[src/rtl/multicycle_ctrl.sv]
// Main control FSM for the multi-cycle RV32I datapath: sequences fetch/decode/
// execute/memory/writeback, drives the shared memory handshake and all register strobes.
module multicycle_ctrl #(
  parameter int TIMEOUT = 16
) (
  input  logic        clk,
  input  logic        reset,
  input  logic        op_load,
  input  logic        op_store,
  input  logic        reg_write,
  input  logic        jump,
  input  logic        jalr,
  input  logic        branch,
  input  logic        branch_taken,
  input  logic        illegal,
  input  logic        mem_ready,
  output logic        mem_req,
  output logic        mem_we,
  output logic        mem_addr_sel,
  output logic        ir_we,
  output logic        opnd_we,
  output logic        alu_out_we,
  output logic        mdr_we,
  output logic        rf_we,
  output logic        pc_we,
  output logic [1:0]  pc_sel,
  output logic [2:0]  state,
  output logic        trap,
  output logic [1:0]  trap_cause,
  output logic [31:0] cycle_cnt,
  output logic [31:0] instret_cnt
);

  typedef enum logic [2:0] {
    S_FETCH  = 3'd0,
    S_DECODE = 3'd1,
    S_EXEC   = 3'd2,
    S_MEM    = 3'd3,
    S_WB     = 3'd4,
    S_TRAP   = 3'd7
  } state_t;

  localparam int WAIT_W = (TIMEOUT > 1) ? $clog2(TIMEOUT) : 1;
  localparam logic [WAIT_W-1:0] WAIT_LAST = WAIT_W'((TIMEOUT > 0) ? TIMEOUT - 1 : 0);

  state_t             cur, nxt;
  logic [1:0]         cause_q, cause_d;
  logic [WAIT_W-1:0]  wait_cnt;
  logic               timeout_hit;

  // The last permitted wait cycle; a ready in this same cycle still wins.
  assign timeout_hit = (TIMEOUT > 0) && (wait_cnt == WAIT_LAST);
  assign state       = cur;
  assign trap_cause  = cause_q;

  always_comb begin
    // NOTE: every output of this block gets a default first, so no path can infer a latch.
    nxt          = cur;
    cause_d      = cause_q;
    mem_req      = 1'b0;
    mem_we       = 1'b0;
    mem_addr_sel = 1'b0;
    ir_we        = 1'b0;
    opnd_we      = 1'b0;
    alu_out_we   = 1'b0;
    mdr_we       = 1'b0;
    rf_we        = 1'b0;
    pc_we        = 1'b0;
    pc_sel       = 2'b00;
    trap         = 1'b0;

    unique case (cur)
      S_FETCH: begin
        mem_req = 1'b1;
        if (mem_ready) begin
          ir_we = 1'b1;
          nxt   = S_DECODE;
        end else if (timeout_hit) begin
          nxt     = S_TRAP;
          cause_d = 2'b10;
        end
      end
      S_DECODE: begin
        opnd_we = 1'b1;
        if (illegal || (op_load && op_store) || (jump && branch)) begin
          nxt     = S_TRAP;
          cause_d = 2'b01;
        end else begin
          nxt = S_EXEC;
        end
      end
      S_EXEC: begin
        alu_out_we = 1'b1;
        if (branch) begin
          pc_we  = 1'b1;
          pc_sel = {1'b0, branch_taken};
          nxt    = S_FETCH;
        end else if (op_load || op_store) begin
          nxt = S_MEM;
        end else begin
          nxt = S_WB;
        end
      end
      S_MEM: begin
        mem_req      = 1'b1;
        mem_addr_sel = 1'b1;
        mem_we       = op_store;
        if (mem_ready) begin
          if (op_store) begin
            pc_we = 1'b1;
            nxt   = S_FETCH;
          end else begin
            mdr_we = 1'b1;
            nxt    = S_WB;
          end
        end else if (timeout_hit) begin
          nxt     = S_TRAP;
          cause_d = 2'b10;
        end
      end
      S_WB: begin
        rf_we  = reg_write;
        pc_we  = 1'b1;
        pc_sel = jalr ? 2'b10 : (jump ? 2'b01 : 2'b00);
        nxt    = S_FETCH;
      end
      default: begin
        trap = 1'b1;
      end
    endcase

    // Reset abandons any outstanding request immediately, not one cycle later.
    if (reset) begin
      mem_req      = 1'b0;
      mem_we       = 1'b0;
      mem_addr_sel = 1'b0;
      ir_we        = 1'b0;
      opnd_we      = 1'b0;
      alu_out_we   = 1'b0;
      mdr_we       = 1'b0;
      rf_we        = 1'b0;
      pc_we        = 1'b0;
      pc_sel       = 2'b00;
      trap         = 1'b0;
    end
  end

  always_ff @(posedge clk) begin
    // NOTE: state registers use non-blocking assignment so all flops update from pre-edge values.
    if (reset) begin
      cur         <= S_FETCH;
      cause_q     <= 2'b00;
      wait_cnt    <= '0;
      cycle_cnt   <= '0;
      instret_cnt <= '0;
    end else begin
      cur     <= nxt;
      cause_q <= cause_d;
      if (mem_req && !mem_ready && (nxt == cur))
        wait_cnt <= wait_cnt + 1'b1;
      else
        wait_cnt <= '0;
      if (cur != S_TRAP)
        cycle_cnt <= cycle_cnt + 32'd1;
      if (pc_we)
        instret_cnt <= instret_cnt + 32'd1;
    end
  end

endmodule

[config.mk]
export PLATFORM = sky130hd
export DESIGN_NAME = multicycle_ctrl
export DESIGN_NICKNAME = d
export VERILOG_FILES = /design/src/rtl/multicycle_ctrl.sv
export SDC_FILE = /design/constraint.sdc
export NUM_CORES = 1
export LEC_CHECK = 0
export ABC_AREA = 0
export ABC_CLOCK_PERIOD_IN_PS = 2450
export CORE_ASPECT_RATIO = 1.25
export CORE_UTILIZATION = 40
export CTS_BUF_LIST = sky130_fd_sc_hd__clkbuf_16
export CTS_CLUSTER_DIAMETER = 30
export DETAILED_ROUTE_END_ITERATION = 8
export HOLD_SLACK_MARGIN = 0.1
export PLACE_DENSITY = 0.66
export SLEW_MARGIN = 15
export SYNTH_ARGS = -nofsm -noshare
export SYNTH_HDL_FRONTEND = slang
export SYNTH_SLANG_ARGS = --single-unit
[constraint.sdc]
create_clock -name clk -period 2.45 [get_ports clk]
set_input_delay 0.49 -clock clk [delete_from_list [all_inputs] [get_ports clk]]
set_output_delay 0.49 -clock clk [all_outputs]
set_load 0.05 [all_outputs]
==> results_dict.tcl, run 1 <==
set metrics [dict create \
    n_fill_cell 893 \
    global_route.usage.total 0.195 \
    detailroute.via_count 3889 \
    initial_antenna_violation_count 0 \
    grt_first_pass_wirelength_um 16800 \
    gp_congestion 0.843 \
    htree_levels 3 \
    timing.final.max_slew_violations 0 \
    post-cts-setup-buffers 0 \
    final-setup-viol-count 0 \
    num_antenna_cells 0 \
    cp_max_fanout 15 \
    synth.yosys.warnings 0 \
    vias_per_cell 5.63 \
    die_area_um2 10500 \
    detailedRoute.firstPassIterationCount 4 \
    period_share 0.955 \
    clk_path_buf_depth 2 \
    synthesis.instances 469 \
    timing_worst_slew_pin_value_ps 633 \
    overflow 0 \
    placed_cell_area_um2 5140 \
    grt_max_degree 58 \
    port_buffers 91 \
    synth_cell_types 58 \
    cts.sinks 73 \
    routedWlPerCell_um 14.3 \
    start_util 0.414 \
    num_io_pins 92 \
    antenna_violating_nets_post_route 0 \
    p_leak_nw 1.86 \
    vias_in_the_first_global_route 3557 \
    route.detailed.drc 0 \
    post_synth.cell_area_avg_um2 8.57 \
    clk_pin_slew_ps 60 \
    timing.max_cap.violations 0 \
    mostFrequentLayoutCell "sky130_fd_sc_hd__clkdlybuf4s50_1" \
    totalWireLength_um 9890 \
    final_area_um2 5400 \
    cts_tree "done" \
    endpoints_failing_hold 0 \
    grt_setup_unrepaired "no" \
    asyncSetResetFlopFracSynth 0 \
    yosysSeqAreaShare 0.363 \
    power-per-cell-area_nw_per_um2 594 \
    fmax_mhz 427 \
    detailedRoute.firstIterationViolations 159 \
    num-nets-final 574 \
    synthFlopType "sky130_fd_sc_hd__dfxtp_1" \
    cts_made_buffers 9 \
    clock-root-buffer "sky130_fd_sc_hd__clkbuf_16" \
    synth_seq_cells 73 \
    run_status "finished, final reports clean" \
    floorplan.rows 40 \
    maxSlewHeadroom 0.577 \
    flow.area_growth_from_synthesis_pct 34.3 \
    worst_clock_skew_ps 7.90 \
    clk_latency_ps 320 \
    mapped_cell_area_um2 4020 \
    timing.final.crit_period_ps 2340 \
    synth_enable_flop_cells 0 \
    utilization_after_layout 0.556 \
    share_of_layout_cells_above_drive_strength_1 0.163 \
    startpoint_type "input pin" \
    criticalPathCategory "input pin to output pin" \
    worstPathArrival_ps 1850 \
    chipWidth_um 91.7 \
    worst_setup_path_end_kind "output pin" \
    mostFrequentLayoutCells "77 x sky130_fd_sc_hd__clkdlybuf4s50_1, 73 x sky130_fd_sc_hd__dfxtp_1, 43 x sky130_fd_sc_hd__nor2_1" \
    timing.hold.worst.class "flop to flop" \
    vdd.ir_drop.worst_mv 0.455 \
    floorplan.core_area_um2 9710 \
    overall_die_height_um 114 \
    postSynthNetCount 483 \
    worst_ep_required_time_ps 1960 \
    place.detailed.hpwl_um 6910 \
]
timing repair:
action                                  CTS  global route
endpoints found under the setup margin    0             1
gates resized for setup                   0             1
hold buffers                              0             0
synthesized netlist by cell type, drive strengths merged, types with 2 or more instances:
| cell | count | area (um2) |
|---|---|---|
| o211ai | 2 | 20.0 |
| o41ai | 4 | 35.0 |
| o21ai | 14 | 70.1 |
| nor2 | 44 | 165 |
| mux2i | 4 | 40.0 |
| and4 | 10 | 87.6 |
| a2111o | 4 | 45.0 |
| nor4 | 8 | 50.1 |
| and2 | 6 | 37.5 |
| clkbuf | 18 | 81.3 |
| nand2b | 4 | 25.0 |
| inv | 16 | 60.1 |
| or3 | 13 | 92.6 |
| buf | 15 | 97.6 |
| o31ai | 16 | 120 |
| and3 | 10 | 62.6 |
| ha | 3 | 37.5 |
| xnor2 | 4 | 35.0 |
| dfxtp | 73 | 1460 |
| a211oi | 2 | 15.0 |
| nor2b | 18 | 113 |
| nand4 | 16 | 128 |
| nand2 | 24 | 90.1 |
| nor3 | 11 | 55.1 |
| or4 | 16 | 120 |
| a2111oi | 11 | 146 |
| mux2 | 19 | 214 |
| nand3 | 23 | 115 |
| a21oi | 36 | 180 |
| xor2 | 9 | 78.8 |
cell families after synthesis:
| family | after synthesis | share of synthesized area |
|---|---|---|
| XOR/XNOR | 13 | 0.0283 |
| flip-flops | 73 | 0.363 |
| AO/OA/AOI/OAI | 99 | 0.178 |
| AND/OR/NAND/NOR | 209 | 0.298 |
| buffers and inverters | 49 | 0.0594 |
| multiplexers | 23 | 0.0632 |
| adder cells (fa/ha/maj) | 3 | 0.00934 |
registers in the layout (all words and copies together) (netlist names):
signal and flops:
cycle_cnt 32, trap_cause 2, wait_cnt 4, state 3, instret_cnt 32
power breakdown:
group | switching (mW) | total [mW] | leakage [nW] | internal [mW]
sequential | 0.0194 | 1.24 | 0.589 | 1.22
clock | 0.466 | 1.13 | 0.136 | 0.664
combinational | 0.560 | 0.837 | 1.14 | 0.276
total | 1.05 | 3.21 | 1.86 | 2.16
metrics by stage:
stage | std cells | setup TNS (ps) | worst slack, ps | total power, mW | hold WS (ps)
after floorplan | 469 | -553 | -234 | 1.82 | 418
after CTS | 691 | 0 | 92.5 | 3.25 | 453
after detailed placement | 675 | -8.11 | -4.50 | 2.10 | 442
after global placement | 675 | 0 | 28.8 | 2.09 | 430
final | 691 | 0 | 111 | 3.21 | 449
after global routing | 691 | 0 | 64.7 | 3.37 | 488
worst max-delay path, cell delays in order:
cell and delay, ps:
sky130_fd_sc_hd__clkdlybuf4s50_1 470, sky130_fd_sc_hd__nor2b_1 210, sky130_fd_sc_hd__o211ai_2 140, sky130_fd_sc_hd__buf_12 180
sky130_fd_sc_hd__a21oi_2 140, sky130_fd_sc_hd__buf_4 220
per-layer routing:
metal / GRT usage / part of all wire / vias up
met1: 0.241 / 0.44 / 1851
met2: 0.340 / 0.50 / 89
li1: - / - / 1943
met4: 0.0593 / 0.0088 / 0
met3: 0.0392 / 0.048 / 6
met5: 0 / 0 / -
path summary, 6_finish.rpt:
kind | startpoint | to | slack [ps] | cells past startpoint
max reg2reg | instret_cnt[5] | instret_cnt[19] | 330 | 4
max | branch | pc_we | 110 | 6
min reg2reg | wait_cnt[0] | wait_cnt[0] | 450 | 1
min | wait_cnt[0] | wait_cnt[0] | 450 | 1
cell type report:
cell class,count,area [um2],share of cell area
multi-input combinational,347,2360,0.437
sequential,73,1460,0.271
timing repair buffer,113,1100,0.204
clock buffer,9,225,0.0417
tap,126,158,0.0292
inverter,16,63.8,0.0118
clock inverter,7,30.0,0.00556
(Power assumes the default switching activity.)
==> run 2, diff against run 1 <==
--- a/config.mk
+++ b/config.mk
@@ -6,8 +6,7 @@
 export NUM_CORES = 1
 export LEC_CHECK = 0
 export ABC_AREA = 0
-export ABC_CLOCK_PERIOD_IN_PS = 2450
-export CORE_ASPECT_RATIO = 1.25
+export CORE_ASPECT_RATIO = 0.8
 export CORE_UTILIZATION = 40
 export CTS_BUF_LIST = sky130_fd_sc_hd__clkbuf_16
 export CTS_CLUSTER_DIAMETER = 30
@@ -18,3 +17,4 @@
 export SYNTH_ARGS = -nofsm -noshare
 export SYNTH_HDL_FRONTEND = slang
 export SYNTH_SLANG_ARGS = --single-unit
+export TNS_END_PERCENT = 20
==> run 2 against run 1 <==
Clock skew fell by 2.3 ps. Critical path depth stayed put. Flip-flop and latch count stayed put. Global-route usage up 1.5 points. Design area up 2.3%. Maximum frequency shrank 1.1%. Sequential power hardly changed. Hold slack hardly changed. Sequential share of layout area shrank 0.60 points. Routed wire length is 7.8% higher. Total power is 12% higher. First-iteration DRC count is 67% higher.
==> results_dict.tcl, run 2 (same netlist as run 1, synthesis figures left out) <==
set metrics [dict create \
    worst_clock_skew_ps 5.64 \
    routedWlPerCell_um 15.2 \
    layout.area.seq_um2 1460 \
    cts_made_buffers 9 \
    vdd.ir_drop.worst_mv 0.451 \
    clk_pin_slew_ps 50 \
    crit_slowest_cell "sky130_fd_sc_hd__clkdlybuf4s50_1" \
    cts.sinks 73 \
    port_buffers 91 \
    chipWidth_um 114 \
    placed_cell_area_um2 5190 \
    cp_max_fanout 17 \
    finalNonFillerCells 701 \
    num-nets-final 574 \
    worst_ep_required_time_ps 1960 \
    groute.layer.met3.usage 0.0516 \
    flow.area_growth_from_synthesis_pct 37.4 \
    cts_tree "done" \
    num_antenna_cells 0 \
    totalWireLength_um 10700 \
    startpoint_type "input pin" \
    timing.final.max_slew_violations 0 \
    timing.final.crit_period_ps 2360 \
    clock-root-buffer "sky130_fd_sc_hd__clkbuf_16" \
    clk_latency_ps 330 \
    timing.hold.worst.class "flop to flop" \
    global_route.usage.total 0.209 \
    detailedRoute.firstPassIterationCount 4 \
    die_area_um2 10500 \
    grt_use_met1 0.278 \
    power-per-cell-area_nw_per_um2 648 \
    vias_per_cell 5.65 \
    criticalPathCategory "input pin to output pin" \
    grt_first_pass_wirelength_um 17700 \
    run_status "finished, final reports clean" \
    n_fill_cell 887 \
    multiInputGateArea_um2 2350 \
    clk_path_buf_depth 2 \
    timing_worst_slew_pin_value_ps 664 \
    grt_setup_unrepaired "no" \
    overall_die_height_um 91.7 \
    route.detailed.drc 0 \
    worst_setup_path_end_kind "output pin" \
    endpoints_failing_hold 0 \
    maxSlewHeadroom 0.558 \
    mostFrequentLayoutCells "77 x sky130_fd_sc_hd__clkdlybuf4s50_1, 72 x sky130_fd_sc_hd__dfxtp_1, 43 x sky130_fd_sc_hd__nor2_1" \
    largestRegisters "cycle_cnt (32), instret_cnt (32), wait_cnt (4)" \
    dp.cells 685 \
    p_leak_nw 1.91 \
    mostFrequentLayoutCell "sky130_fd_sc_hd__clkdlybuf4s50_1" \
    htree_levels 3 \
    grt_busiest_layer "met2" \
    place.detailed.hpwl_um 7280 \
    detailedRoute.firstIterationViolations 265 \
    fmax_mhz 423 \
    floorplan.core_area_um2 9690 \
    num_io_pins 92 \
    crit_path_cell_trace "clkdlybuf4s50_1, and3_1, o211ai_2, buf_12, a21oi_1, buf_4" \
    detailroute.via_count 3961 \
    grt_max_degree 68 \
    period_share 0.965 \
    gp_congestion 0.774 \
    timing.max_cap.violations 0 \
    p_total_mw 3.58 \
    final-setup-viol-count 0 \
    overflow 0 \
    vias_in_the_first_global_route 3563 \
    antenna_violating_nets_post_route 0 \
    post-cts-setup-buffers 0 \
    share_of_layout_cells_above_drive_strength_1 0.165 \
    final_area_um2 5530 \
    initial_antenna_violation_count 0 \
    grt.met2_usage 0.338 \
    slowest_delay_ps 500 \
    worstPathArrival_ps 1870 \
    floorplan.rows 32 \
    start_util 0.415 \
]
## run 2: through the flow
stage	setup TNS (ps)	setup WS, ps	util	hold slack (ps)
after global placement	0	21.2	0.535	430
after CTS	0	62.2	0.570	450
after detailed placement	-320	-119	0.535	441
after floorplan	-1080	-309	-	418
after global routing	0	12.5	0.570	487
final	0	85.6	0.570	449
## run 2: final timing paths
check             cells after the start      startpoint         endpoint  slack, ps
setup / recovery                      6       mem_ready            pc_we         90
hold / removal                        1     wait_cnt[0]      wait_cnt[0]        450
setup reg to reg                      5  instret_cnt[0]  instret_cnt[24]        220
hold reg to reg                       1     wait_cnt[0]      wait_cnt[0]        450
## run 2: worst max-delay path, delay by kind of cell
family | cells | cell delay (ps)
AO/OA/AOI/OAI | 2 | 270
buffers and inverters | 3 | 900
AND/OR/NAND/NOR | 1 | 210
## run 2: report_power, final
group | internal (mW) | switching [mW] | total (mW) | leakage [nW]
logic | 0.292 | 0.538 | 0.830 | 1.15
clock network | 0.985 | 0.493 | 1.48 | 0.167
registers | 1.22 | 0.0487 | 1.27 | 0.590
total | 2.50 | 1.08 | 3.58 | 1.91
## run 2: final cells by class
class,instances,area share
Timing Repair Buffer,113,0.208
Inverter,16,0.0109
Sequential cell,73,0.265
Multi-Input combinational cell,347,0.425
Clock inverter,7,0.0197
Tap cell,136,0.0308
Clock buffer,9,0.0408
## run 2: layer usage
| metal | wire (um) | part of all wire | vias up |
|---|---|---|---|
| li1 | - | - | 1940 |
| met1 | 5000 | 0.47 | 1906 |
| met2 | 5060 | 0.47 | 104 |
| met3 | 501 | 0.047 | 11 |
| met4 | 106 | 0.0099 | 0 |
| met5 | 0 | 0 | - |
## run 2: repair_timing
item,4_1_cts,5_1_grt
gates resized for setup,0,3
endpoints found under the setup margin,0,3
hold buffers,0,0
